[config.mk]
export PLATFORM = sky130hd
export DESIGN_NAME = fec_dec_seq
export DESIGN_NICKNAME = d
export VERILOG_FILES = /design/src/rtl/fec_dec_seq.sv
export SDC_FILE = /design/constraint.sdc
export NUM_CORES = 1
export LEC_CHECK = 0
export CAP_MARGIN = 20
export CORE_ASPECT_RATIO = 0.75
export CORE_MARGIN = 2
export CORE_UTILIZATION = 35
export DETAILED_ROUTE_END_ITERATION = 12
export GPL_ROUTABILITY_DRIVEN = 0
export SLEW_MARGIN = 20
export SYNTH_ARGS = -nofsm -noshare
export SYNTH_HDL_FRONTEND = slang
export SYNTH_SLANG_ARGS = --single-unit
[constraint.sdc]
create_clock -name clk -period 4.8 [get_ports clk]
set_input_delay 0.48 -clock clk [delete_from_list [all_inputs] [get_ports clk]]
set_output_delay 0.48 -clock clk [all_outputs]
set_load 0.005 [all_outputs]
[src/rtl/fec_dec_seq.sv]
// Sequential SECDED decoder for a 16-bit Hamming(15,11)+overall-parity word.
// It reads the codeword from the register file and writes back the message and status bytes.
module fec_dec_seq #(
  parameter int W      = 8,
  parameter int D      = 4,
  parameter int SRC_LO = 13,
  parameter int SRC_HI = 14,
  parameter int DST_LO = 11,
  parameter int DST_HI = 12
) (
  input  logic         clk,
  input  logic         reset,
  input  logic         start,
  output logic [D-1:0] raddrA,
  output logic [D-1:0] raddrB,
  input  logic [W-1:0] rdataA,
  input  logic [W-1:0] rdataB,
  output logic         write_en,
  output logic [D-1:0] waddr,
  output logic [W-1:0] wdata,
  output logic         busy,
  output logic         done,
  output logic [1:0]   err_flag,
  output logic [7:0]   corr_cnt,
  output logic [7:0]   uncorr_cnt
);

  typedef enum logic [2:0] {
    IDLE, READ, SYND, CORR, WR_LO, WR_HI, DONE
  } state_t;

  state_t        r_state, w_next;
  logic [15:0]   r_cw;
  logic [3:0]    r_syn;
  logic          r_par;
  logic [10:0]   r_msg;
  logic [1:0]    r_flag;
  logic [D-1:0]  r_waddr;
  logic [W-1:0]  r_wdata;
  logic [1:0]    r_errFlag;
  logic [7:0]    r_corrCnt;
  logic [7:0]    r_uncorrCnt;

  logic [3:0]    w_syn;
  logic          w_par;
  logic [15:0]   w_fixed;
  logic [10:0]   w_msg;
  logic [1:0]    w_flag;

  assign raddrA     = D'(SRC_HI);
  assign raddrB     = D'(SRC_LO);
  assign waddr      = r_waddr;
  assign wdata      = r_wdata;
  assign err_flag   = r_errFlag;
  assign corr_cnt   = r_corrCnt;
  assign uncorr_cnt = r_uncorrCnt;

  always_comb begin
    w_syn = 4'd0;
    for (int i = 1; i < 16; i++) begin
      if (r_cw[i]) w_syn = w_syn ^ 4'(i);
    end
    w_par = ^r_cw;
  end

  // A nonzero syndrome only gets corrected when the overall parity confirms a single error.
  always_comb begin
    w_fixed = r_cw;
    w_flag  = 2'b00;
    if (r_syn != 4'd0 && r_par) begin
      w_fixed = r_cw ^ (16'd1 << r_syn);
      w_flag  = 2'b01;
    end else if (r_syn == 4'd0 && r_par) begin
      w_flag  = 2'b01;
    end else if (r_syn != 4'd0 && !r_par) begin
      w_flag  = 2'b10;
    end
    w_msg = {w_fixed[15:9], w_fixed[7:5], w_fixed[3]};
  end

  always_ff @(posedge clk or negedge reset) begin
    if (!reset) r_state <= IDLE;
    else        r_state <= w_next;
  end

  always_comb begin
    w_next   = r_state;
    write_en = 1'b0;
    done     = 1'b0;
    busy     = (r_state != IDLE);
    case (r_state)
      IDLE:  if (start) w_next = READ;
      READ:  w_next = SYND;
      SYND:  w_next = CORR;
      CORR:  w_next = WR_LO;
      WR_LO: begin write_en = 1'b1; w_next = WR_HI; end
      WR_HI: begin write_en = 1'b1; w_next = DONE; end
      DONE:  begin done = 1'b1; w_next = IDLE; end
      default: w_next = IDLE;
    endcase
  end

  // Status and counters are loaded on entry to DONE so they are valid alongside the done pulse.
  always_ff @(posedge clk or negedge reset) begin
    if (!reset) begin
      r_cw        <= '0;
      r_syn       <= '0;
      r_par       <= 1'b0;
      r_msg       <= '0;
      r_flag      <= '0;
      r_waddr     <= '0;
      r_wdata     <= '0;
      r_errFlag   <= '0;
      r_corrCnt   <= '0;
      r_uncorrCnt <= '0;
    end else begin
      case (r_state)
        READ: r_cw <= {rdataA, rdataB};
        SYND: begin
          r_syn <= w_syn;
          r_par <= w_par;
        end
        CORR: begin
          r_msg   <= w_msg;
          r_flag  <= w_flag;
          r_waddr <= D'(DST_LO);
          r_wdata <= w_msg[7:0];
        end
        WR_LO: begin
          r_waddr <= D'(DST_HI);
          r_wdata <= {r_flag, 3'b000, r_msg[10:8]};
        end
        WR_HI: begin
          r_errFlag <= r_flag;
          if (r_flag == 2'b01 && r_corrCnt != 8'hFF)
            r_corrCnt <= r_corrCnt + 8'd1;
          if (r_flag == 2'b10 && r_uncorrCnt != 8'hFF)
            r_uncorrCnt <= r_uncorrCnt + 8'd1;
        end
        default: ;
      endcase
    end
  end

endmodule

## After elaboration in Yosys (flattened, before gate mapping)

Cells that the tools add are included.

- Word-level logic and storage cells: 80
- Latch bits: 0
- Bits in writable memories: 0
- Output and inout port bits: 41
- Register bits after elaboration: 67
- Memories: 0
- Memory bits (read-only): 0

- Muxes and demuxes: 25
- Magnitude comparators: 0
- Reductions and logical operators: 15
- Multipliers: 0
- Bitwise gates (word level): 15
- $add $sub $neg: 2
- Div/mod/pow operators: 0
- Shift-type cells: 1
- Equal/unequal tests: 11

Operators with widths:

| cell | number |
|---|---|
| 4-bit 2-to-1 mux | 8 |
| 3-bit one-hot mux with 6 select lines | 1 |
| 8-bit by 1-bit adder with 8-bit output, second input constant | 2 |
| 16-bit 2-to-1 mux | 1 |
| 8-bit != test, second input constant | 2 |
| 8-bit one-hot mux with 2 select lines | 1 |
| 16-bit parity | 1 |
| 1-bit by 4-bit << shifter with 16-bit output, first input constant | 1 |
| 16-bit bitwise XOR | 1 |
| 3-bit 2-to-1 mux | 5 |
| 2-bit NOT | 6 |
| 3-bit NOT | 4 |
| 2-bit 2-to-1 mux | 5 |
| 3-bit equality test, second input constant | 3 |
| 4-bit one-hot mux with 2 select lines | 1 |
| 3-bit by 2-bit equality test with 1-bit output, second input constant | 2 |
| 1-bit logical AND | 5 |
| 4-bit zero test | 1 |
| 4-bit NOT | 1 |
| 2-bit AND reduction | 2 |
| 4-bit nonzero test | 1 |
| 3-bit by 1-bit equality test with 1-bit output, second input constant | 1 |
| 3-bit zero test | 1 |
| 1-bit 2-to-1 mux | 3 |
| 8 further kinds | 10 |

## Longest topological paths before layout

Gate-level depths: netlist of run 1.

- Depth after elaboration: 26
- Mapped depth: 7

## Least setup slack after synthesis of run 1

No wires, ideal clock.

- Kind: register -> register
- Start point: reg r_corrCnt[0] (netlist: corr_cnt[0])
- End point: reg r_corrCnt[5] (netlist: corr_cnt[5])
- Data arrival time: 1.694 ns
- Path buffers: 0
- Path slack: 2.982 ns
- Required time: 4.676 ns
- Cell stages (with the launch flop): 7
- Cell sequence: dfrtp_1 > ha_1 > and3_1 > a311oi_4 > and4_4 > nand3_1 > xnor2_1

- Longest elaborated chain between the ends: 3
- Elaborated cells between the ends (all ways): 4
- Those cells by class: 1 x add/sub; 1 x eq/ne; 2 x reduce/logical

RTL lines:

| what | line | RTL |
|---|---|---|
| from (decl) | 41 | `logic [7:0] r_corrCnt;` |
| from (signal assigned) | 136 | `r_corrCnt <= r_corrCnt + 8'd1;` |
| parallel branches: the longest is 3 deep, another holds 8-bit by 1-bit adder with 8-bit output | - |  |

Several ways; the timed one is not identified.
A chain may end at the register's enable or synchronous reset.

## Final worst setup path of run 1

- Start point: reg r_state[1]
- End point: out done

- Longest elaborated chain between the ends: 2

RTL lines:

| what | line | RTL |
|---|---|---|
| from (decl) | 32 | `state_t r_state, w_next;` |
| from (signal assigned) | 83 | `else r_state <= w_next;` |
| 3-bit equality test | 91 | `case (r_state)` |
| 1-bit 2-to-1 mux | 91 |  |
| to (decl) | 22 | `output logic done,` |

Every way passes these cells.

==> results of run 1 <==
## placed cells by master (no fill, tap or decap), types with 2 or more instances in the layout
| cell type | netlist | layout |
|---|---|---|
| dfrtp_1 | 58 | 58 |
| clkdlybuf4s50_1 | 0 | 50 |
| xnor2_1 | 45 | 45 |
| mux2_2 | 22 | 22 |
| nor2_1 | 20 | 20 |
| nand2_1 | 15 | 15 |
| o21ai_0 | 10 | 10 |
| clkbuf_8 | 0 | 10 |
| conb_1 | 2 | 8 |
| xor2_1 | 7 | 7 |
| a21oi_1 | 6 | 6 |
| a22oi_1 | 5 | 5 |
| nand2b_1 | 4 | 4 |
| o21ai_1 | 3 | 3 |
| and3_1 | 3 | 3 |
| nand4_1 | 3 | 3 |
| or3_1 | 2 | 2 |
| inv_1 | 2 | 2 |
| nor3_2 | 2 | 2 |
| nand3_1 | 2 | 2 |
| nand3b_1 | 2 | 2 |
| a311oi_4 | 2 | 2 |
| nor3_1 | 2 | 2 |
| ha_1 | 2 | 2 |
| clkbuf_1 | 2 | 2 |
| clkinv_2 | 0 | 2 |
| buf_4 | 10 | 2 |
## state kept, by name, summed over array words and instances (netlist names), 3 cells and up
register / cells
r_cw: 16
r_msg: 3
waddr: 3
corr_cnt: 8
r_state: 3
uncorr_cnt: 8
wdata: 8
r_syn: 4
## stage by stage
step,util (%),setup WS [ps]
final,45.84,2556
after global routing,45.84,2438
after CTS,45.84,2560
after detailed placement,43.51,2847
after global placement,43.51,2916
after floorplan,-,2982
## critical path, cell delays in order, from the launching register on
cell and delay (ps):
dfrtp_1 520, inv_1 130, nor3b_1 240, clkdlybuf4s50_1 550
## power breakdown
part / switching [mW] / leakage [nW] / total (mW) / internal, mW
Sequential: 0.240 / 0.721 / 0.917 / 0.677
Clock: 0.187 / 0.0962 / 0.436 / 0.250
Combinational: 0.488 / 0.666 / 1.17 / 0.678
Total: 0.915 / 1.48 / 2.52 / 1.60
## routing by layer
metal / wire, µm / share of wire [%] / up-vias / GRT usage, %
met1: 2974 / 52 / 920 / 21.73
met5: 0 / 0 / - / 0
met4: 18 / 0.32 / 0 / 3.462
li1: - / - / 938 / -
met3: 353 / 6.2 / 2 / 6.044
met2: 2330 / 41 / 47 / 18.44
## path summary, 6_finish.rpt
check	start	slack, ps	endpoint	cells past startpoint
max in group asynchronous	reset	4020	r_cw[11]	2
hold reg to reg	waddr[3]	470	waddr[3]	1
setup reg to reg	uncorr_cnt[0]	2870	uncorr_cnt[7]	6
setup / recovery	r_state[1]	2560	done	3
hold / removal	reset	280	corr_cnt[2]	2
min in group clk	waddr[3]	470	waddr[3]	1
## cell families after synthesis
logic type      count (synthesis)  synth area share, %
buf+inv                        17                3.665
mux                            22                8.639
simple gates                   66                12.83
xor+xnor                       52                15.88
compound gates                 29                7.243
fa+ha+maj                       2               0.8725
flops                          58                50.61
other cells                     2               0.2619
## area by class of cell
class                   instances  area, µm²  area share (%)
clock buffers                  12      145.1           3.999
well taps                     105      131.4           3.619
multi-input cells             179       1334           36.75
inverters                       2      7.507          0.2068
repair buffers                 53      520.5           14.34
flip-flops and latches         58       1451           39.99
clock inverters                 3      40.04           1.103
==> impl_results.md, run 1 <==
* Outcome: complete, no violations
* CTS tree: yes
* Vias per inst at 4.629
* Initial antenna violation count at 0
* Async S/R FF share, synth at 100.0%
* Total grt overflow at 0
* Post-Syn Area at 0.002868 mm²
* Max FO, Critical Path at 11
* TritonCTS Buffers at 9
* Design area at 0.003630 mm²
* Layout cells sized above 1 at 15.96%
* Critical path type: flip-flop to primary output
* Mean Syn Cell Area at 11.56 µm²
* Clock slew at reported path FFs at 60 ps
* Cts repair resizes at 0
* Via count at 1907
* Die height at 82.39 µm
* Wire per inst at 13.78 µm
* Worst VDD drop at 0.2765 mV
* Post-Layout Cell Count at 412
* Post-layout minimum cycle time at 2244 ps
* Slew @ Worst Pin at 740.7 ps
* YS warnings at 0
* Seq/Total Area, Yosys at 50.61%
* Max_cap viols at 0
* Most frequent cells after synthesis: 58 x dfrtp_1, 45 x xnor2_1, 22 x mux2_2, 20 x nor2_1, 15 x nand2_1
* Global-route wire length before repair at 9570 µm
* Area grow syn2layout at 26.57%
* Root Driver: clkbuf_8
* Placed cells at 397
* Port buffer count at 51
* Hold_buf cts at 0
* CP required at 4320 ps
* Post-route DRC violation count at 0
* # IOs at 60
* Hold Fails Final Rpt at 0
* Cell taking the most area after synthesis: dfrtp_1
* Placed cell areas at 0.003445 mm²
* # clock sinks at 58
* Cells after Synth at 248
* Worst setup EP type: primary output
* Flops & latches, synth at 58
* Initial Util at 36.22%
* Post-CTS setup buffer count at 0
* Die area at 0.008941 mm²
* Total power draw at 2.520 mW
* Largest cells by area after synthesis: dfrtp_1 51%, xnor2_1 14%, mux2_2 8.6%
* Lkg Pwr at 1.483 nW
* CP Launch Type: flip-flop
* Skew-Pair Late Insertion Delay at 340 ps
* Antenna Nets Post-Route at 0
* Count leader, synth: dfrtp_1
* Largest net degree at the start of global routing at 59
* DR iter-0 viols at 87
* Rel. slew slack at 50.62%
* Tcrit/Tclk final at 46.76%
* Maximum buffer depth of the clock tree at 2
* Post-synth EDFFs at 0
* Hold Crit Class: input port to asynchronous set/reset pin
* Number of global-route vias before repair at 1797
* P per Cell Area at 694.2 mW/mm²
* Die X at 108.5 µm
* Core area at 0.007918 mm²
* DRT Wirelength at 5676 µm
* Worst clock skew at 10.57 ps
* DRT Pass-1 Iters at 4
* Final nets at 324
* Final setup vio count at 0
* Post-synth top area share at 50.61%
* Data arrival, critical path at 1760 ps
* Max Transition Viols Final at 0
* Unrepaired setup endpoints after global routing: false
* Layout filler cell count at 772
* Fmax at 445.6 MHz
* Cell variety after synth at 39
* Main synth FF type: dfrtp_1
* Total Routing Usage GR at 14.35%
* Sum of negative setup slack at 0 ps
* H-tree levels at 3
* Worst Hold Slack at 280.3 ps
* Post-DP HPWL at 4096 µm
* Antenna diodes at 0
* # rows at 28
Note: power is estimated with default switching activity, not from simulation.
==> inputs of run 2 (changes only) <==
==> constraint.sdc (replaced) <==
create_clock -name clk -period 2.05 [get_ports clk]
set_input_delay 0.205 -clock clk [delete_from_list [all_inputs] [get_ports clk]]
set_output_delay 0.205 -clock clk [all_outputs]
set_load 0.005 [all_outputs]
==> run 2 against run 1 <==
  * Sequential power grew 130%
  * Core utilization grew 1.1 points
  * Die area is the same
  * Clock skew grew 1.2 ps
  * Final area grew 2.3%
  * Sequential share of layout area shrank 0.88 points
  * Non-clock buffer count grew 6
  * Global-route usage shrank 0.58 points
  * Critical path depth is the same
  * Cell count grew 1.7%
  * Routed wire length shrank 1.8%
==> impl_results.md, run 2 (synthesized netlist as in run 1, its figures left out) <==
* Total grt overflow at 0 (unchanged)
* CP peak stage delay at 450 ps (-100 ps)
* CTS tree: yes
* Antenna diodes at 0 (unchanged)
* Max_cap viols at 0 (unchanged)
* Tcrit/Tclk final at 91.80%
* WP buf/inv at 2 (unchanged)
* Global-route wire length before repair at 9045 µm (-5.5%)
* Core area at 0.007918 mm² (unchanged)
* Via count at 1906 (-0.052%)
* Slew @ Worst Pin at 659.8 ps (-80.85 ps)
* Most flop-heavy register: r_cw
* Wire per inst at 13.30 µm (-3.5%)
* Post-DP HPWL at 4089 µm (-0.19%)
* Clock slew at reported path FFs at 70 ps (about the same)
* Critical path's slowest cell: clkdlybuf4s50_1
* Die X at 108.5 µm (unchanged)
* TritonCTS Buffers at 9 (unchanged)
* Vias per inst at 4.549 (-1.7%)
* Crit-path cells: buf_4 -> or3_1 -> clkdlybuf4s50_1
* # IOs at 60 (unchanged)
* Worst VDD drop at 0.9069 mV (+230%)
* Worst slack at placement at 143.8 ps (-2703 ps)
* Port buffer count at 51 (unchanged)
* Hold Fails Final Rpt at 0 (unchanged)
* Commonest non-fill, non-tap cells in the layout: 57 x dfrtp_1, 50 x clkdlybuf4s50_1, 45 x xnor2_1
* Root Driver: clkbuf_8
* CP required at 1850 ps (-2470 ps)
* Area grow syn2layout at 29.54%
* Final setup margin at 168.1 ps (-2388 ps)
* Maximum buffer depth of the clock tree at 2 (unchanged)
* Number of global-route vias before repair at 1751 (-2.6%)
* H-tree levels at 3 (unchanged)
* P per Cell Area at 1633 mW/mm² (+140%)
* Skew-Pair Late Insertion Delay at 340 ps (about the same)
* DRT Wirelength at 5571 µm (-1.8%)
* Fmax at 531.4 MHz
* Unrepaired setup endpoints after global routing: false
* Total Routing Usage GR at 13.77% (-0.58 points)
* Hold Crit Class: input port to asynchronous set/reset pin
* DRT Pass-1 Iters at 4 (unchanged)
* Final nets at 330 (+1.9%)
* Worst clock skew at 11.79 ps (+1.219 ps)
* Post-route DRC violation count at 0 (unchanged)
* DR iter-0 viols at 76 (-13%)
* Layout cells sized above 1 at 18.79% (+2.8 points)
* Initial antenna violation count at 0 (unchanged)
* Outcome: complete, no violations
* Rel. slew slack at 55.85% (+5.2 points)
* Max reg flops at 16 (unchanged)
* Area of the multi-input gates at 0.001339 mm² (+0.37%)
* Die height at 82.39 µm (unchanged)
* Die area at 0.008941 mm² (unchanged)
* Sequential standard cell area at 0.001453 mm² (about the same)
* Worst Hold Slack at 397.5 ps (+117.2 ps)
* Largest net degree at the start of global routing at 59 (unchanged)
* CP top delay family: buffers and inverters
* Layout filler cell count at 756 (-2.1%)
* Worst setup EP type: primary output
* # rows at 28 (unchanged)
* CP Launch Type: flip-flop
* Post-CTS setup buffer count at 0 (unchanged)
* # clock sinks at 58 (unchanged)
* Sum of negative setup slack at 0 ps (unchanged)
* Commonest non-fill, non-tap cell in the layout: dfrtp_1
* Initial Util at 36.22% (unchanged)
* Post-layout minimum cycle time at 1882 ps
* Data arrival, critical path at 1680 ps (-80 ps)
* Antenna Nets Post-Route at 0 (unchanged)
* Max FO, Critical Path at 10 (-1)
* Lkg Pwr at 1.515 nW (+2.2%)
* Critical path type: flip-flop to primary output
* Final setup vio count at 0 (unchanged)
* Max Transition Viols Final at 0 (unchanged)
==> run 2: timing repair <==
action                     CTS  global route
resized for setup            0             2
hold buffers                 1             0
setup endpoints to repair    0             2
hold endpoints to repair    58             0
==> run 2: area by class of cell <==
type | instances | area share, %
multi-input combinational | 179 | 36.04
tap | 105 | 3.537
clock buffer | 10 | 3.705
sequential | 58 | 39.10
timing repair buffer | 59 | 15.63
clock inverter | 6 | 1.785
inverter | 2 | 0.2021
==> run 2: through the flow <==
step	utilization (%)	area, µm²	cells	power, mW
2_1_floorplan	-	2890	254	4.137
3_3_place_gp	44.14	3495	402	4.988
3_5_place_dp	44.14	3495	402	5.032
4_1_cts	46.84	3709	419	6.118
5_1_grt	46.92	3715	419	6.528
6_report	46.92	3715	419	6.066
==> run 2: routing by layer <==
metal	global-route usage, %	part of all wire (%)	wire length [µm]	up-vias
li1	-	-	-	948
met3	5.573	6.1	340	9
met4	5.128	1.3	75	0
met5	0	0	0	-
met1	19.97	53	2958	897
met2	18.13	39	2197	52
==> run 2: path summary, 6_finish.rpt <==
kind / start / end / slack (ps) / cells after the start
max in group asynchronous: reset / r_state[2] / 1390 / 3
max reg2reg: uncorr_cnt[0] / uncorr_cnt[7] / 190 / 6
min in group clk: rdataB[3] / r_cw[3] / 470 / 2
min reg2reg: r_msg[9] / r_msg[9] / 480 / 2
min: reset / corr_cnt[2] / 400 / 3
max: r_state[1] / busy / 170 / 3
==> run 2: power breakdown <==
part | switching [mW] | internal [mW] | leakage [nW] | total (mW)
sequential | 0.534 | 1.59 | 0.720 | 2.12
clock | 0.471 | 0.593 | 0.0945 | 1.06
combinational | 1.25 | 1.64 | 0.701 | 2.88
==> run 2: tightest hold or removal path, stage by stage <==
cell	delay (ps)
dlygate4sd3_1	520
buf_2	120
buf_12	280
==> variant 1: new RTL, flow settings as in run 1 <==
Set the parameter `D` to 2 (it was 4).
--- a/src/rtl/fec_dec_seq.sv
+++ b/src/rtl/fec_dec_seq.sv
@@ -4,3 +4,3 @@
   parameter int W      = 8,
-  parameter int D      = 4,
+  parameter int D      = 2,
   parameter int SRC_LO = 13,
Interface: changed (resized raddrA, raddrB and waddr); port bits go from 60 to 54. No check against the original RTL was run, so the function may have changed too.
==> variant 1 against run 1 <==
  * Count of clock-buffer cells in the layout fell by 5
  * Global-route usage fell by 0.84 points
  * Power fell by 4.9%
  * Core utilization fell by 1.5 points
  * Design area fell by 4.9%
  * Wire length fell by 4.4%
  * Fmax rose by 2.8%
  * Cell count fell by 5.3%
  * Setup slack improved by 0.061 ns
  * Clock power fell by 24%
  * Clock skew fell by 0.0015 ns
  * Synthesized area fell by 3.8%
  * Sequential cell count fell by 2
  * Largest power group unchanged
==> variant 1: results (changes against run 1) <==
Outcome
  – Status: finished, final reports clean

Drt
  – DRT iter0 DRCs: 67 (-23%)
  – Routed length on met2: 2304 um (-1.1%)
  – Vias/cell: 4.610 (-0.40%)
  – DR WL met3: 211 um (-40%)
  – DRT Wirelength: 5424 um (-4.4%)
  – DRT met1 WL: 2867 um (-3.6%)
  – 1st-pass router iterations: 4 (unchanged)

Global routing
  – First-pass GRT wire length: 9225 um (-3.6%)
  – Met3 usage: 0.02889 (-0.03155)
  – Total Routing Usage GR: 0.1351 (-0.008400)
  – Met2 usage: 0.2045 (+0.02011)
  – Largest net degree at the start of global routing: 57 (-3.4%)
  – Vias in the first global route: 1837 (+2.2%)
  – Met1 GRT Util: 0.1992 (-0.01809)

Clock network
  – Clock transition at path regs: 0.10 ns (+0.04 ns)
  – Clk_lat worst skew: 0.30 ns (-0.04 ns)
  – Max clock buf depth: 2 (unchanged)
  – TritonCTS Buffers: 5 (-4)
  – Root buffer cell: clkbuf_8
  – H-tree depth: 2 (-1)
  – Post_cts resized: 0 (unchanged)

Final layout
  – Max reg flops: 16 (unchanged)
  – Share of cells above drive strength 1: 0.1474 (-0.01224)
  – Fillers: 778 (+0.78%)
  – Nets: 305 (-5.9%)
  – Final std cells w/o fill: 390 (-5.3%)

Power and ir drop
  – Peak VDD IR: 0.0003589 V (+30%)
  – Switching share of power: 0.3672 (+0.003914)
  – Leakage dissipation: 1.406 nW (-5.2%)

Yosys
  – Yosys cell types: 35 (-10%)
  – Avg Inst Size Synth: 11.75 um^2 (+1.6%)
  – Synth Area in XOR/XNOR: 0.1650 (+0.006191)
  – Top post-synthesis cells by area: dfrtp_1 51%, xnor2_1 14%, mux2_2 9.0%
  – Mux cell area share after synthesis: 0.08976 (+0.003368)
  – Sequential area share after synthesis: 0.5077 (+0.001598)
  – Synth cell count leaders: 56 x dfrtp_1, 44 x xnor2_1, 22 x mux2_2
  – Synth Area in Compound Gates: 0.07208 (-0.0003497)
  – Adder-cell share of the synthesized area: 0.009066 (+0.0003402)

Critical path
  – Reg2reg path depth: 6 (unchanged)
  – Crit path DAT: 1.70 ns (-0.06 ns)
  – Reg-to-reg setup timing slack: 2.83 ns (-0.04 ns)
  – CP startpoint: r_state[2]$_DFFE_PN0P_
  – Worst reg2reg endpoint: uncorr_cnt[7]$_DFFE_PN0P_
  – Crit path to: busy
  – Crit Path Max Fanout: 10 (-1)

Place
  – # port buffers: 49 (-3.9%)
  – Placed Instances: 382 (-3.8%)
  – Area after DPL: 3326 um^2 (-3.5%)
  – HPWL after detailed placement: 3967 um (-3.2%)

Timing
  – Tmin final: 2.183 ns (-0.06112 ns)
  – Worst slew pin tran: 0.8575 ns (+0.1168 ns)
  – Final hold slack: 0.2982 ns (+0.01788 ns)
  – Setup Skew: 0.009119 ns (-0.001452 ns)
-- variant 1: final cells by class --
| cell class | count | area (um^2) | share of cell area |
|---|---|---|---|
| inverters | 3 | 11.26 | 0.003262 |
| well taps | 105 | 131.4 | 0.03806 |
| clock inverters | 1 | 30.03 | 0.008699 |
| multi-input cells | 168 | 1289 | 0.3733 |
| clock buffers | 7 | 96.34 | 0.02791 |
| repair buffers | 50 | 493.0 | 0.1428 |
| flip-flops and latches | 56 | 1401 | 0.4059 |
-- variant 1: power groups by stage --
stage / clock network, mW / registers [mW] / logic, mW
final: 0.331 / 0.898 / 1.17
after global routing: 0.361 / 0.933 / 1.31
after CTS: 0.343 / 0.902 / 1.18
after detailed placement: 0 / 0.910 / 1.18
after global placement: 0 / 0.906 / 1.16
after floorplan: 0 / 0.826 / 0.916
-- variant 1: worst max-delay path, stage by stage, from the launching register on --
cell	delay (ns)
dfrtp_1	0.52
or3_1	0.43
clkdlybuf4s50_1	0.45
==> variant 2: new RTL, settings of run 1 <==
Without the edit above. The 7 states of `state_t` get a one-hot encoding in 7 bits.
--- a/src/rtl/fec_dec_seq.sv
+++ b/src/rtl/fec_dec_seq.sv
@@ -27,4 +27,4 @@
 
-  typedef enum logic [2:0] {
-    IDLE, READ, SYND, CORR, WR_LO, WR_HI, DONE
+  typedef enum logic [6:0] {
+    IDLE = 7'b0000001, READ = 7'b0000010, SYND = 7'b0000100, CORR = 7'b0001000, WR_LO = 7'b0010000, WR_HI = 7'b0100000, DONE = 7'b1000000
   } state_t;
Formal check against the unedited RTL: no difference found for any inputs over 4 cycles, from zero or initial values and one cycle with reset low; so few cycles prove little.
==> variant 2 against run 1 <==
  * Sequential cell count rose by 4
  * Clock skew fell by 0.0062 ns
  * First-iteration DRC count fell by 10%
  * Synthesized area rose by 7.2%
  * Setup slack got worse by 0.85 ns
  * Power rose by 1.3%
  * Register-to-register slack got worse by 0.65 ns
  * Wire length rose by 8.6%
  * Design area rose by 9.1%
  * Sequential share of layout area fell by 0.79 points
  * Critical endpoint is now write_en
==> variant 2: results (changes against run 1) <==
Global routing
  – Largest net degree at the start of global routing: 63 (+6.8%)
  – Vias in the first global route: 2015 (+12%)

Place
  – HPWL after detailed placement: 4438 um (+8.3%)
  – Area after DPL: 3637 um^2 (+5.6%)
  – Placed Instances: 424 (+6.8%)

Critical path
  – Crit path DAT: 2.62 ns (+0.86 ns)
  – Crit Path Max Fanout: 6 (-5)
  – CP startpoint: r_state[6]$_DFFE_PN0P_
  – Critical-path top delay cell: nor4_1

Outcome
  – Status: finished, final reports clean

Power and ir drop
  – Power density over the cells: 644.1 nW/um^2 (-7.2%)
  – Peak VDD IR: 0.0002982 V (+7.8%)
  – P_int: 1.738 mW (+8.4%)

Final layout
  – Fillers: 789 (+2.2%)
  – Antenna cells: 0 (unchanged)
  – Nets: 348 (+7.4%)

Drt
  – Vias/cell: 4.780 (+3.3%)
  – DRT Wirelength: 6165 um (+8.6%)
  – DRT iter0 DRCs: 78 (-10%)

Yosys
  – Avg Inst Size Synth: 11.30 um^2 (-2.3%)
  – YS warnings: 0 (unchanged)
  – Sequential area share after synthesis: 0.5051 (-0.001021)

Timing
  – Setup Skew: 0.004378 ns (-0.006193 ns)
  – Worst rel slew slack: 0.3890 (-0.1172)

Clock network
  – Root buffer cell: clkbuf_16
[variant 2: cell types whose count changed after synthesis, moves of 5 or more]
cell,change
nand3_1,+5
mux2_4,+10
a21oi_1,-5
xor2_1,+14
mux2_2,-11
nand2_1,+10
xnor2_1,-13
[variant 2: metrics by stage]
step                      worst slack, ns  total power [mW]
after global placement              2.227             1.859
final                               1.704             2.552
after detailed placement            2.076             1.878
after global routing                1.540             2.717
after CTS                           1.701             2.586
after floorplan                     2.656             1.613
[variant 2: path summary, 6_finish.rpt]
kind	to	slack, ns	cells past startpoint
max	write_en	1.70	6
min	r_cw[8]$_DFFE_PN0P_	0.32	2
max reg2reg	wdata[4]$_DFFE_PN0P_	2.22	6
min reg2reg	r_msg[8]$_DFFE_PN0P_	0.49	2
max in group asynchronous	corr_cnt[1]$_DFFE_PN0P_	3.97	2
min in group clk	r_msg[8]$_DFFE_PN0P_	0.49	2
[variant 2: cells by family (layout without fill, tap and decap cells)]
family,after synthesis,count (layout),synth area share
flip-flops,62,62,0.5051
adder cells (fa/ha/maj),2,2,0.008139
buffers and inverters,22,76,0.04599
multiplexers,21,21,0.08913
other,2,8,0.002443
XOR/XNOR,53,53,0.1510
AO/OA/AOI/OAI,26,26,0.06309
AND/OR/NAND/NOR,84,84,0.1351
[variant 2: cell type report]
cell class | count | share of cell area
Sequential cell | 62 | 0.3920
Timing Repair Buffer | 53 | 0.1314
Multi-Input combinational cell | 194 | 0.3541
Inverter | 7 | 0.006633
Tap cell | 108 | 0.03411
Clock buffer | 10 | 0.06033
Clock inverter | 6 | 0.02148
[variant 2: worst max-delay path: cells and delay by family, from the launching register on]
family | cells | cell delay (ns)
buffers and inverters | 2 | 0.66
DFF | 1 | 0.39
and+or+nand+nor | 4 | 1.24
[variant 2: routing by layer]
metal / track usage / share of wire
met5: 0 / 0
met4: 0.04989 / 0.014
met2: 0.1895 / 0.42
met1: 0.2081 / 0.52
met3: 0.05071 / 0.047
[variant 2: power by group through the flow]
stage | clock network [mW] | registers, mW | logic [mW]
6_report | 0.693 | 0.877 | 0.982
2_1_floorplan | 0 | 0.830 | 0.783
4_1_cts | 0.710 | 0.880 | 0.996
5_1_grt | 0.740 | 0.907 | 1.07
3_3_place_gp | 0 | 0.885 | 0.974
3_5_place_dp | 0 | 0.888 | 0.990
